**src/rtl/vga_timing_pkg.sv**
```systemverilog
// VGA timing tables shared by the generator and its axis counters: mode codes,
// per-mode region lengths and sync polarities.
package vga_timing_pkg;

    localparam int unsigned CNT_W = 11;

    typedef enum logic [1:0] {
        MODE_640X480  = 2'd0,
        MODE_800X600  = 2'd1,
        MODE_1024X768 = 2'd2,
        MODE_1440X900 = 2'd3
    } vga_mode_e;

    typedef enum logic [1:0] {
        AX_SYNC    = 2'd0,
        AX_BKPORCH = 2'd1,
        AX_DATA    = 2'd2,
        AX_FTPORCH = 2'd3
    } axis_state_e;

    // Region lengths of one axis, in counter steps.
    typedef struct packed {
        logic [CNT_W-1:0] sync_len;
        logic [CNT_W-1:0] bp_len;
        logic [CNT_W-1:0] data_len;
        logic [CNT_W-1:0] fp_len;
    } axis_timing_t;

    function automatic axis_timing_t h_timing(input vga_mode_e mode);
        axis_timing_t t;
        case (mode)
            MODE_640X480:  t = {CNT_W'(96),  CNT_W'(48),  CNT_W'(640),  CNT_W'(16)};
            MODE_800X600:  t = {CNT_W'(128), CNT_W'(88),  CNT_W'(800),  CNT_W'(40)};
            MODE_1024X768: t = {CNT_W'(136), CNT_W'(160), CNT_W'(1024), CNT_W'(24)};
            default:       t = {CNT_W'(32),  CNT_W'(80),  CNT_W'(1440), CNT_W'(48)};
        endcase
        return t;
    endfunction

    function automatic axis_timing_t v_timing(input vga_mode_e mode);
        axis_timing_t t;
        case (mode)
            MODE_640X480:  t = {CNT_W'(2), CNT_W'(33), CNT_W'(480), CNT_W'(10)};
            MODE_800X600:  t = {CNT_W'(4), CNT_W'(23), CNT_W'(600), CNT_W'(1)};
            MODE_1024X768: t = {CNT_W'(6), CNT_W'(29), CNT_W'(768), CNT_W'(3)};
            default:       t = {CNT_W'(6), CNT_W'(17), CNT_W'(900), CNT_W'(3)};
        endcase
        return t;
    endfunction

    // Active level of the sync pulse: 1 = positive, 0 = negative.
    function automatic logic h_active_pol(input vga_mode_e mode);
        return (mode == MODE_800X600) || (mode == MODE_1440X900);
    endfunction

    function automatic logic v_active_pol(input vga_mode_e mode);
        return (mode == MODE_800X600);
    endfunction

endpackage

```
**src/rtl/vga_axis_counter.sv**
```systemverilog
// One timing axis: position counter plus SYNC/BKPORCH/DATA/FTPORCH region FSM.
// Region lengths may only change while the counter wraps.
module vga_axis_counter
    import vga_timing_pkg::*;
(
    input  logic             CLK,
    input  logic             RSTn,
    input  logic             adv,
    input  axis_timing_t     timing,
    output logic [CNT_W-1:0] count,
    output axis_state_e      state,
    output logic             wrap_c
);

    logic [CNT_W-1:0] bp_start_c;
    logic [CNT_W-1:0] data_start_c;
    logic [CNT_W-1:0] fp_start_c;
    logic [CNT_W-1:0] last_c;
    logic [CNT_W-1:0] count_nxt;
    axis_state_e      state_nxt;

    always_comb begin
        bp_start_c   = timing.sync_len;
        data_start_c = bp_start_c + timing.bp_len;
        fp_start_c   = data_start_c + timing.data_len;
        last_c       = fp_start_c + timing.fp_len - CNT_W'(1);
    end

    assign wrap_c = (count == last_c);

    always_ff @(posedge CLK or negedge RSTn) begin
        if (!RSTn) begin
            state <= AX_SYNC;
            count <= '0;
        end else begin
            state <= state_nxt;
            count <= count_nxt;
        end
    end

    // A region is entered on the step that lands on its first count.
    always_comb begin
        state_nxt = state;
        count_nxt = count;
        if (adv) begin
            if (wrap_c) begin
                count_nxt = '0;
                state_nxt = AX_SYNC;
            end else begin
                count_nxt = count + CNT_W'(1);
                case (state)
                    AX_SYNC:    if (count_nxt == bp_start_c)   state_nxt = AX_BKPORCH;
                    AX_BKPORCH: if (count_nxt == data_start_c) state_nxt = AX_DATA;
                    AX_DATA:    if (count_nxt == fp_start_c)   state_nxt = AX_FTPORCH;
                    AX_FTPORCH: state_nxt = AX_FTPORCH;
                    default:    state_nxt = AX_SYNC;
                endcase
            end
        end
    end

endmodule

```
**src/rtl/vga_timing_gen.sv**
```systemverilog
// Multi-mode VGA sync/active-video timing generator with frame-boundary mode switch.
// Optional frame counter enabled by defining VGA_TIMING_FRAME_CNT_EN.
module vga_timing_gen
    import vga_timing_pkg::*;
#(
    parameter int unsigned ADDR_W   = 11,
    parameter int unsigned PRE_LEAD = 1,
    parameter int unsigned MODE_RST = 1
) (
    input  logic              CLK,
    input  logic              RSTn,
    input  logic              Clk_En,
    input  logic [1:0]        Mode_Sel,
    output logic              HSYNC_Sig,
    output logic              VSYNC_Sig,
    output logic              Ready_Sig,
    output logic              Pre_Ready_Sig,
    output logic [ADDR_W-1:0] Column_Addr_Sig,
    output logic [ADDR_W-1:0] Row_Addr_Sig,
    output logic              Frame_Start_Sig,
    output logic [1:0]        Mode_Active,
    output logic [15:0]       Frame_Cnt
);

    localparam vga_mode_e        RST_MODE = vga_mode_e'(2'(MODE_RST));
    localparam logic             RST_HS   = h_active_pol(RST_MODE);
    localparam logic             RST_VS   = v_active_pol(RST_MODE);
    localparam logic [CNT_W-1:0] LEAD     = CNT_W'(PRE_LEAD);

    vga_mode_e        mode_q;
    axis_timing_t     h_tim_c;
    axis_timing_t     v_tim_c;
    logic [CNT_W-1:0] h_count;
    logic [CNT_W-1:0] v_count;
    axis_state_e      h_state;
    axis_state_e      v_state;
    logic             h_wrap_c;
    logic             v_wrap_c;
    logic             v_adv_c;
    logic             frame_end_c;

    logic [CNT_W-1:0]  h_data_start_c;
    logic [CNT_W-1:0]  v_data_start_c;
    logic [CNT_W-1:0]  pre_start_c;
    logic [CNT_W-1:0]  pre_end_c;
    logic              pre_c;
    logic              ready_c;
    logic              hsync_c;
    logic              vsync_c;
    logic              frame_start_c;
    logic [ADDR_W-1:0] col_c;
    logic [ADDR_W-1:0] row_c;

    assign h_tim_c     = h_timing(mode_q);
    assign v_tim_c     = v_timing(mode_q);
    assign v_adv_c     = Clk_En && h_wrap_c;
    assign frame_end_c = Clk_En && h_wrap_c && v_wrap_c;

    vga_axis_counter u_h_axis (
        .CLK    (CLK),
        .RSTn   (RSTn),
        .adv    (Clk_En),
        .timing (h_tim_c),
        .count  (h_count),
        .state  (h_state),
        .wrap_c (h_wrap_c)
    );

    vga_axis_counter u_v_axis (
        .CLK    (CLK),
        .RSTn   (RSTn),
        .adv    (v_adv_c),
        .timing (v_tim_c),
        .count  (v_count),
        .state  (v_state),
        .wrap_c (v_wrap_c)
    );

    // Mode is only swapped on the last pixel of a frame so both axes restart together.
    always_ff @(posedge CLK or negedge RSTn) begin
        if (!RSTn) begin
            mode_q <= RST_MODE;
        end else if (frame_end_c) begin
            mode_q <= vga_mode_e'(Mode_Sel);
        end
    end

    // Early window is the data window shifted left by PRE_LEAD pixels on data lines.
    always_comb begin
        h_data_start_c = h_tim_c.sync_len + h_tim_c.bp_len;
        v_data_start_c = v_tim_c.sync_len + v_tim_c.bp_len;
        pre_start_c    = h_data_start_c - LEAD;
        pre_end_c      = pre_start_c + h_tim_c.data_len;
        pre_c          = (v_state == AX_DATA) && (h_count >= pre_start_c) && (h_count < pre_end_c);
        ready_c        = (h_state == AX_DATA) && (v_state == AX_DATA);
        col_c          = pre_c ? ADDR_W'(h_count - pre_start_c) : '0;
        row_c          = pre_c ? ADDR_W'(v_count - v_data_start_c) : '0;
        hsync_c        = (h_state == AX_SYNC) ? h_active_pol(mode_q) : ~h_active_pol(mode_q);
        vsync_c        = (v_state == AX_SYNC) ? v_active_pol(mode_q) : ~v_active_pol(mode_q);
        frame_start_c  = (h_count == '0) && (v_count == '0);
    end

    always_ff @(posedge CLK or negedge RSTn) begin
        if (!RSTn) begin
            HSYNC_Sig       <= RST_HS;
            VSYNC_Sig       <= RST_VS;
            Ready_Sig       <= 1'b0;
            Pre_Ready_Sig   <= 1'b0;
            Column_Addr_Sig <= '0;
            Row_Addr_Sig    <= '0;
            Frame_Start_Sig <= 1'b0;
            Mode_Active     <= RST_MODE;
        end else if (Clk_En) begin
            HSYNC_Sig       <= hsync_c;
            VSYNC_Sig       <= vsync_c;
            Ready_Sig       <= ready_c;
            Pre_Ready_Sig   <= pre_c;
            Column_Addr_Sig <= col_c;
            Row_Addr_Sig    <= row_c;
            Frame_Start_Sig <= frame_start_c;
            Mode_Active     <= mode_q;
        end
    end

`ifdef VGA_TIMING_FRAME_CNT_EN
    // Counts alongside the registered Frame_Start_Sig, so it includes the frame now starting.
    always_ff @(posedge CLK or negedge RSTn) begin
        if (!RSTn) begin
            Frame_Cnt <= '0;
        end else if (Clk_En && frame_start_c) begin
            Frame_Cnt <= Frame_Cnt + 16'd1;
        end
    end
`else
    assign Frame_Cnt = '0;
`endif

endmodule

```
**config.mk**
```make
export PLATFORM = sky130hd
export DESIGN_NAME = vga_timing_gen
export DESIGN_NICKNAME = d
export VERILOG_FILES = /design/src/rtl/vga_timing_pkg.sv /design/src/rtl/vga_axis_counter.sv /design/src/rtl/vga_timing_gen.sv
export SDC_FILE = /design/constraint.sdc
export NUM_CORES = 1
export LEC_CHECK = 0
export ABC_AREA = 0
export BUFFER_PORTS_ARGS = -buffer_cell sky130_fd_sc_hd__buf_2
export CAP_MARGIN = 15
export CORE_MARGIN = 1.5
export CORE_UTILIZATION = 60
export DETAILED_ROUTE_END_ITERATION = 12
export HOLD_SLACK_MARGIN = 0.12
export PLACE_DENSITY = 0.81
export SLEW_MARGIN = 40
export SYNTH_ARGS = -nofsm -noshare
export SYNTH_HDL_FRONTEND = slang
export SYNTH_SLANG_ARGS = --single-unit
```
**constraint.sdc**
```tcl
create_clock -name CLK -period 7.5 [get_ports CLK]
set_input_delay 1.5 -clock CLK [delete_from_list [all_inputs] [get_ports CLK]]
set_output_delay 1.5 -clock CLK [all_outputs]
set_load 0.05 [all_outputs]
```
## After elaboration in Yosys (flattened, before gate mapping)

Index checks and enable logic that the tools add are counted.

- Memory bits (writable): 0
- ROM bits: 0
- Register bits after elaboration: 57
- Input port bits: 5
- Memories: 0
- Latch bits: 0

- Divide/modulo/power cells: 0
- Bitwise logic cells: 2
- Multiply operators: 0
- Muxes and demuxes: 18
- Reduce and logical (&&, ||, !) cells: 14
- $add $sub $neg: 14
- $lt $le $gt $ge: 2
- Equality and inequality tests: 23
- Shift-type cells: 0

Operators by type and width:

| kind | number |
|---|---|
| 41-bit one-hot mux with 3 select lines | 1 |
| 36-bit one-hot mux with 3 select lines | 1 |
| 11-bit adder | 7 |
| 11-bit equality test | 6 |
| 11-bit two-way mux | 4 |
| 11-bit by 1-bit subtractor with 11-bit output, second input constant | 3 |
| 11-bit by 1-bit adder with 11-bit output, second input constant | 2 |
| 11-bit logical NOT | 2 |
| 11-bit subtractor | 2 |
| 3-bit by 2-bit inequality test with 1-bit output, second input constant | 6 |
| 2-bit two-way mux | 8 |
| 2-bit one-hot mux with 4 select lines | 2 |
| 2-bit equality test, second input constant | 6 |
| 11-bit by 3-bit equality test with 1-bit output | 1 |
| 11-bit by 8-bit equality test with 1-bit output | 1 |
| 11-bit >= comparator | 1 |
| 11-bit < comparator | 1 |
| 4-bit AND reduction | 2 |
| 2-bit by 1-bit equality test with 1-bit output, second input constant | 3 |
| 1-bit logical AND | 6 |
| 2-bit logical NOT | 3 |
| 1-bit two-way mux | 2 |
| 1-bit NOT | 2 |
| 1-bit logical OR | 1 |

## Logic depth before layout (Yosys ltp)

- Word-level depth: 9
- Gate-level depth with buffers: 16

## Cells and area by module

From an unflattened synthesis, not the netlist that was laid out.

- Cell total of the unflattened synthesis: 953
- Area, all modules: 7988.9 um^2

Modules (own cells, without submodules):

| module | times used | area each (um^2) | cells an instance |
|---|---|---|---|
| vga_axis_counter at u_h_axis | 1 | 2716.4 | 345 |
| vga_axis_counter at u_v_axis | 1 | 2711.4 | 327 |
| vga_timing_gen | 1 | 2561.2 | 281 |

## Worst setup path after synthesis

No wires, ideal clock.

- Path kind: reg-to-reg
- From: reg mode_q[0]
- To: reg Row_Addr_Sig[3]
- Path slack: 3.938 ns
- Data arrival time: 3.427 ns
- Path buffers: 2
- Clock period less this slack: 3.562 ns
- Stages on the path, launching flop included: 16
- Library setup time: 0.135 ns
- Data required time: 7.365 ns
- Cell sequence: dfstp_2 inv_1 ha_1 clkbuf_1 nor2_1 a21oi_1 xnor2_1 ha_1 and3_1 a2111oi_2 o21bai_1 a21oi_1 o311a_1 a2111o_1 buf_4 o22ai_1

- Word-level cells in the longest chain between the ends: 8
- Elaborated cells on any way between the ends: 15
- Classes of those cells: add/sub (5); order compare (2); eq/ne (2); mux (3); reduce/logical (3)

RTL lines:

| what | line | text |
|---|---|---|
| from (decl) | vga_timing_gen.sv:30 | `vga_mode_e mode_q;` |
| from (signal assigned) | vga_timing_gen.sv:84 | `mode_q <= vga_mode_e'(Mode_Sel);` |
| 2-bit equality test (tied with other cells) | vga_timing_pkg.sv:31, vga_timing_pkg.sv:42 |  |
| 41-bit one-hot mux with 3 select lines | vga_timing_pkg.sv:31 | `case (mode)` |
| 11-bit adder | vga_timing_gen.sv:90 | `h_data_start_c = h_tim_c.sync_len + h_tim_c.bp_len;` |
| 11-bit by 1-bit subtractor with 11-bit output | vga_timing_gen.sv:92 | `pre_start_c = h_data_start_c - LEAD;` |
| 11-bit adder or 11-bit >= comparator (tied branches) | vga_timing_gen.sv:93, vga_timing_gen.sv:94 |  |
| 11-bit < comparator or 1-bit logical AND (tied branches) | vga_timing_gen.sv:94 | `pre_c = (v_state == AX_DATA) && (h_count >= pre_start_c) && (h_count < pre_end_c);` |
| 1-bit logical AND | vga_timing_gen.sv:94 |  |
| 11-bit two-way mux * | vga_timing_gen.sv:97 | `row_c = pre_c ? ADDR_W'(v_count - v_data_start_c) : '0;` |
| to (signal assigned) | vga_timing_gen.sv:119 | `Row_Addr_Sig <= row_c;` |
| to (decl) | vga_timing_gen.sv:19 | `output logic [ADDR_W-1:0] Row_Addr_Sig,` |

Every way passes the cells marked *; elsewhere a longest branch is shown, timed or not.
A chain may end at the register's enable or synchronous reset.

## Final worst setup path

- From: reg mode_q[0]
- To: reg Column_Addr_Sig[10]

- Word-level cells in the longest chain between the ends: 8
- Elaborated cells on any way between the ends: 13
- Classes of those cells: add/sub (4); order compare (2); eq/ne (2); mux (2); reduce/logical (3)

RTL lines:

| what | line | text |
|---|---|---|
| 2-bit equality test (tied with other cells) | vga_timing_pkg.sv:31 |  |
| 41-bit one-hot mux with 3 select lines * | vga_timing_pkg.sv:31 |  |
| 11-bit adder | vga_timing_gen.sv:90 |  |
| 11-bit by 1-bit subtractor with 11-bit output | vga_timing_gen.sv:92 |  |
| 11-bit adder or 11-bit >= comparator (tied branches) | vga_timing_gen.sv:93, vga_timing_gen.sv:94 |  |
| 11-bit < comparator or 1-bit logical AND (tied branches) | vga_timing_gen.sv:94 |  |
| 1-bit logical AND | vga_timing_gen.sv:94 |  |
| 11-bit two-way mux * | vga_timing_gen.sv:96 | `col_c = pre_c ? ADDR_W'(h_count - pre_start_c) : '0;` |
| to (signal assigned) | vga_timing_gen.sv:118 | `Column_Addr_Sig <= col_c;` |
| to (decl) | vga_timing_gen.sv:18 | `output logic [ADDR_W-1:0] Column_Addr_Sig,` |

Marked as above.

==> results.cfg <==
[status]
outcome = completed

[critical_path]
cp.arrival_ns = 4.59
crit_buf_inv = 1
critPathSlowestCell = dfstp_2
slowest_delay_ns = 0.62
cp-start-kind = flip-flop
critical_path_class = flip-flop to flip-flop
endpoint_kind = flip-flop
crit_fanout = 23
critical-path-top-delay-family = compound AO/OA/AOI/OAI gates
worstPathCellList = inv_1 -> ha_1 -> nor2_1 -> a21oi_1 -> xnor2_1 -> ha_1 -> and3_1 -> a2111oi_2 -> o21bai_1 -> a21oi_1 -> o311a_1 -> a2111o_1 -> o22ai_1
cp_data_required_time_ns = 7.69

[clock_tree]
cts_setup_buffers = 0
insertion_delay_ns = 0.35
ctsResizeCount = 0
cts_tree = yes
cts_max_level = 3
numCtsBuffers = 9
clk_pin_slew_ns = 0.08
cts_hold_buffers = 0
clkSinkCount = 57
cts_root_buf = clkbuf_8
cts_max_path_buffers = 2

[global_routing]
globalRouteOverflowTotal = 0
grt_pass1_vias = 4048
grt.total_usage = 0.282
grt_pass1_wl_mm = 19.7
grt_max_degree = 58
antenna_found_initial = 0

[synthesis]
yosysSeqAreaShare = 0.286
synth_cells = 595
yosysTopAreaCell = dfrtp_1
ys_seq_elements = 57
synth-async-reset-ratio = 1.00
ys.flop_type = dfrtp_1
synth_top_area_frac = 0.265
yosysUniqueCellTypes = 68
syn_avg_cell_area_um2 = 8.41
syn_area_um2 = 5000
synthTopCellsByArea = dfrtp_1, ha_1, xnor2_1
yosysWarnings = 0
synth_edf_count = 0

[cells_and_area]
fin_nets = 640
stdcell_area_um2 = 5220
drive_gt1_frac = 0.121
syn_to_final_growth_pct = 4.28
diodes = 0
fin_util = 0.641

[drt]
wl_per_cell_um = 17.2
avgViaCountPerCell = 6.22
drt_iter0_drc = 326
dr_total_vias = 4410
route.detailed.drc = 0
ant_nets = 0
firstDrtPassIters = 5
wl_mm = 12.2

[timing]
setup_tns_ns = 0
rsz0062_at_grt = no
post-route-period-util = 0.587
worst_pin_slew_ns = 0.802
fmax_ghz = 0.227
skew_ns = 0.0141
setup_slack_ns = 3.10
setup_violations = 0
hold_violations = 0
relSlewSlack = 0.466
period_needed_ns = 4.40
hold_ws_ns = 0.505
finalMaxSlewViolations = 0

[pwr]
swShare = 0.360
pwr_density_cell_nw_per_um2 = 150
power.switching_uw = 281
seq_power_share = 0.467
pwr-share-comb = 0.212
ir_worst_vdd_mv = 0.0934
cellLeakagePower_uw = 0.00235
p_int_uw = 499
clockPowerShare = 0.321

[placement]
io_buffers = 33
hpwl_mm = 8.76
postPlaceCellArea_um2 = 5050
place_congestion = 0.953
dp_slack_ns = 3.18

[worst_hold_path]
hold_path_class = flip-flop to flip-flop

[floorplanning]
die_w_um = 94.3
ios = 50
die_area_um2 = 8900
row_count = 33
start_util = 0.615
coreArea_um2 = 8130
die_h_um = 94.3

[run]
maxCapViolCount = 0
power by group through the flow:
stage                     Clock (µW)  Sequential (µW)  Combinational (µW)
after floorplan                    0              336                 167
after global placement             0              370                 157
after detailed placement           0              369                 162
after CTS                        252              363                 163
after global routing             267              367                 183
final                            250              364                 165
worst paths after layout:
path	from	end	slack [ns]	cells after the start
worst max-delay path	mode_q[0]$_DFFE_PN1P_	Column_Addr_Sig[10]$_DFFE_PN0P_	3.10	13
worst min-delay path	Ready_Sig$_DFFE_PN0P_	Ready_Sig$_DFFE_PN0P_	0.51	1
worst max register to register	mode_q[0]$_DFFE_PN1P_	Column_Addr_Sig[10]$_DFFE_PN0P_	3.10	13
worst min register to register	Ready_Sig$_DFFE_PN0P_	Ready_Sig$_DFFE_PN0P_	0.51	1
max in group asynchronous	RSTn	u_h_axis.count[4]$_DFFE_PN0P_	5.72	2
min in group asynchronous	RSTn	u_v_axis.count[2]$_DFFE_PN0P_	1.29	2
cells in the mapped netlist, drive strengths merged, types with 2 or more instances:
| master | count |
|---|---|
| dfrtp | 53 |
| inv | 49 |
| xnor2 | 48 |
| buf | 47 |
| nand2 | 39 |
| nor2 | 38 |
| ha | 36 |
| o21ai | 33 |
| o22ai | 28 |
| a21oi | 24 |
| nand3 | 20 |
| xor2 | 17 |
| clkbuf | 12 |
| and3 | 11 |
| nor3 | 11 |
| and2 | 9 |
| o31ai | 9 |
| nand4 | 8 |
| mux2i | 7 |
| nor2b | 7 |
| nor4 | 7 |
| a21o | 6 |
| a31oi | 6 |
| mux2 | 6 |
| nand2b | 6 |
| a211oi | 5 |
| or3 | 5 |
| a2111oi | 4 |
| dfstp | 4 |
| nor4b | 4 |
| o211ai | 4 |
| o21bai | 4 |
| and4 | 3 |
| o2111ai | 3 |
| conb | 2 |
| nand3b | 2 |
| o2111a | 2 |
| xnor3 | 2 |
metrics by stage:
step / total power [µW] / cells
after floorplan: 503 / 611
after global placement: 527 / 693
after detailed placement: 531 / 693
after CTS: 778 / 709
after global routing: 816 / 709
final: 780 / 709
cells in the final DEF (no fill, tap or decap), drive strengths merged, types with 8 or more instances in the layout:
cell / Yosys / layout
a21oi: 24 / 24
and2: 9 / 9
and3: 11 / 11
buf: 47 / 36
clkbuf: 12 / 10
conb: 2 / 18
dfrtp: 53 / 53
ha: 36 / 36
inv: 49 / 49
nand2: 39 / 39
nand3: 20 / 20
nand4: 8 / 8
nor2: 38 / 38
nor3: 11 / 11
o21ai: 33 / 33
o22ai: 28 / 28
o31ai: 9 / 9
xnor2: 48 / 48
xor2: 17 / 17
sequential cells by signal (all words and copies together) (netlist names), 2 cells and up:
name             cells
Mode_Active          2
mode_q               2
u_v_axis.state       2
u_v_axis.count      11
Row_Addr_Sig        11
u_h_axis.state       2
u_h_axis.count      11
Column_Addr_Sig     11
area by class of cell:
cell class	instances	area [µm²]
clock inverter	6	35.0
tap	105	131
sequential	57	1430
clock buffer	10	128
inverter	49	184
timing repair buffer	36	190
multi-input combinational	446	3120
fill	657	2920
cells by family after synthesis:
logic type | synth area share
other | 0.00150
XOR/XNOR | 0.123
adder cells (fa/ha/maj) | 0.0900
AND/OR/NAND/NOR | 0.188
flip-flops | 0.286
AO/OA/AOI/OAI | 0.180
multiplexers | 0.0275
buffers and inverters | 0.104
routing by layer:
metal	vias up	wire length [µm]	track usage
met4	0	271	0.114
met5	-	0	0
li1	2052	-	-
met2	233	5530	0.448
met1	2091	5480	0.381
met3	34	891	0.0477
worst register-to-register path, cell delays in order (launching register included):
cell and delay (ns):
dfstp_2 0.62, inv_1 0.17, ha_1 0.38, nor2_1 0.30
a21oi_1 0.13, xnor2_1 0.19, ha_1 0.36, and3_1 0.22
a2111oi_2 0.48, o21bai_1 0.11, a21oi_1 0.26, o311a_1 0.21
a2111o_1 0.59, o22ai_1 0.20
No activity file was read; power rests on OpenSTA's default activity.
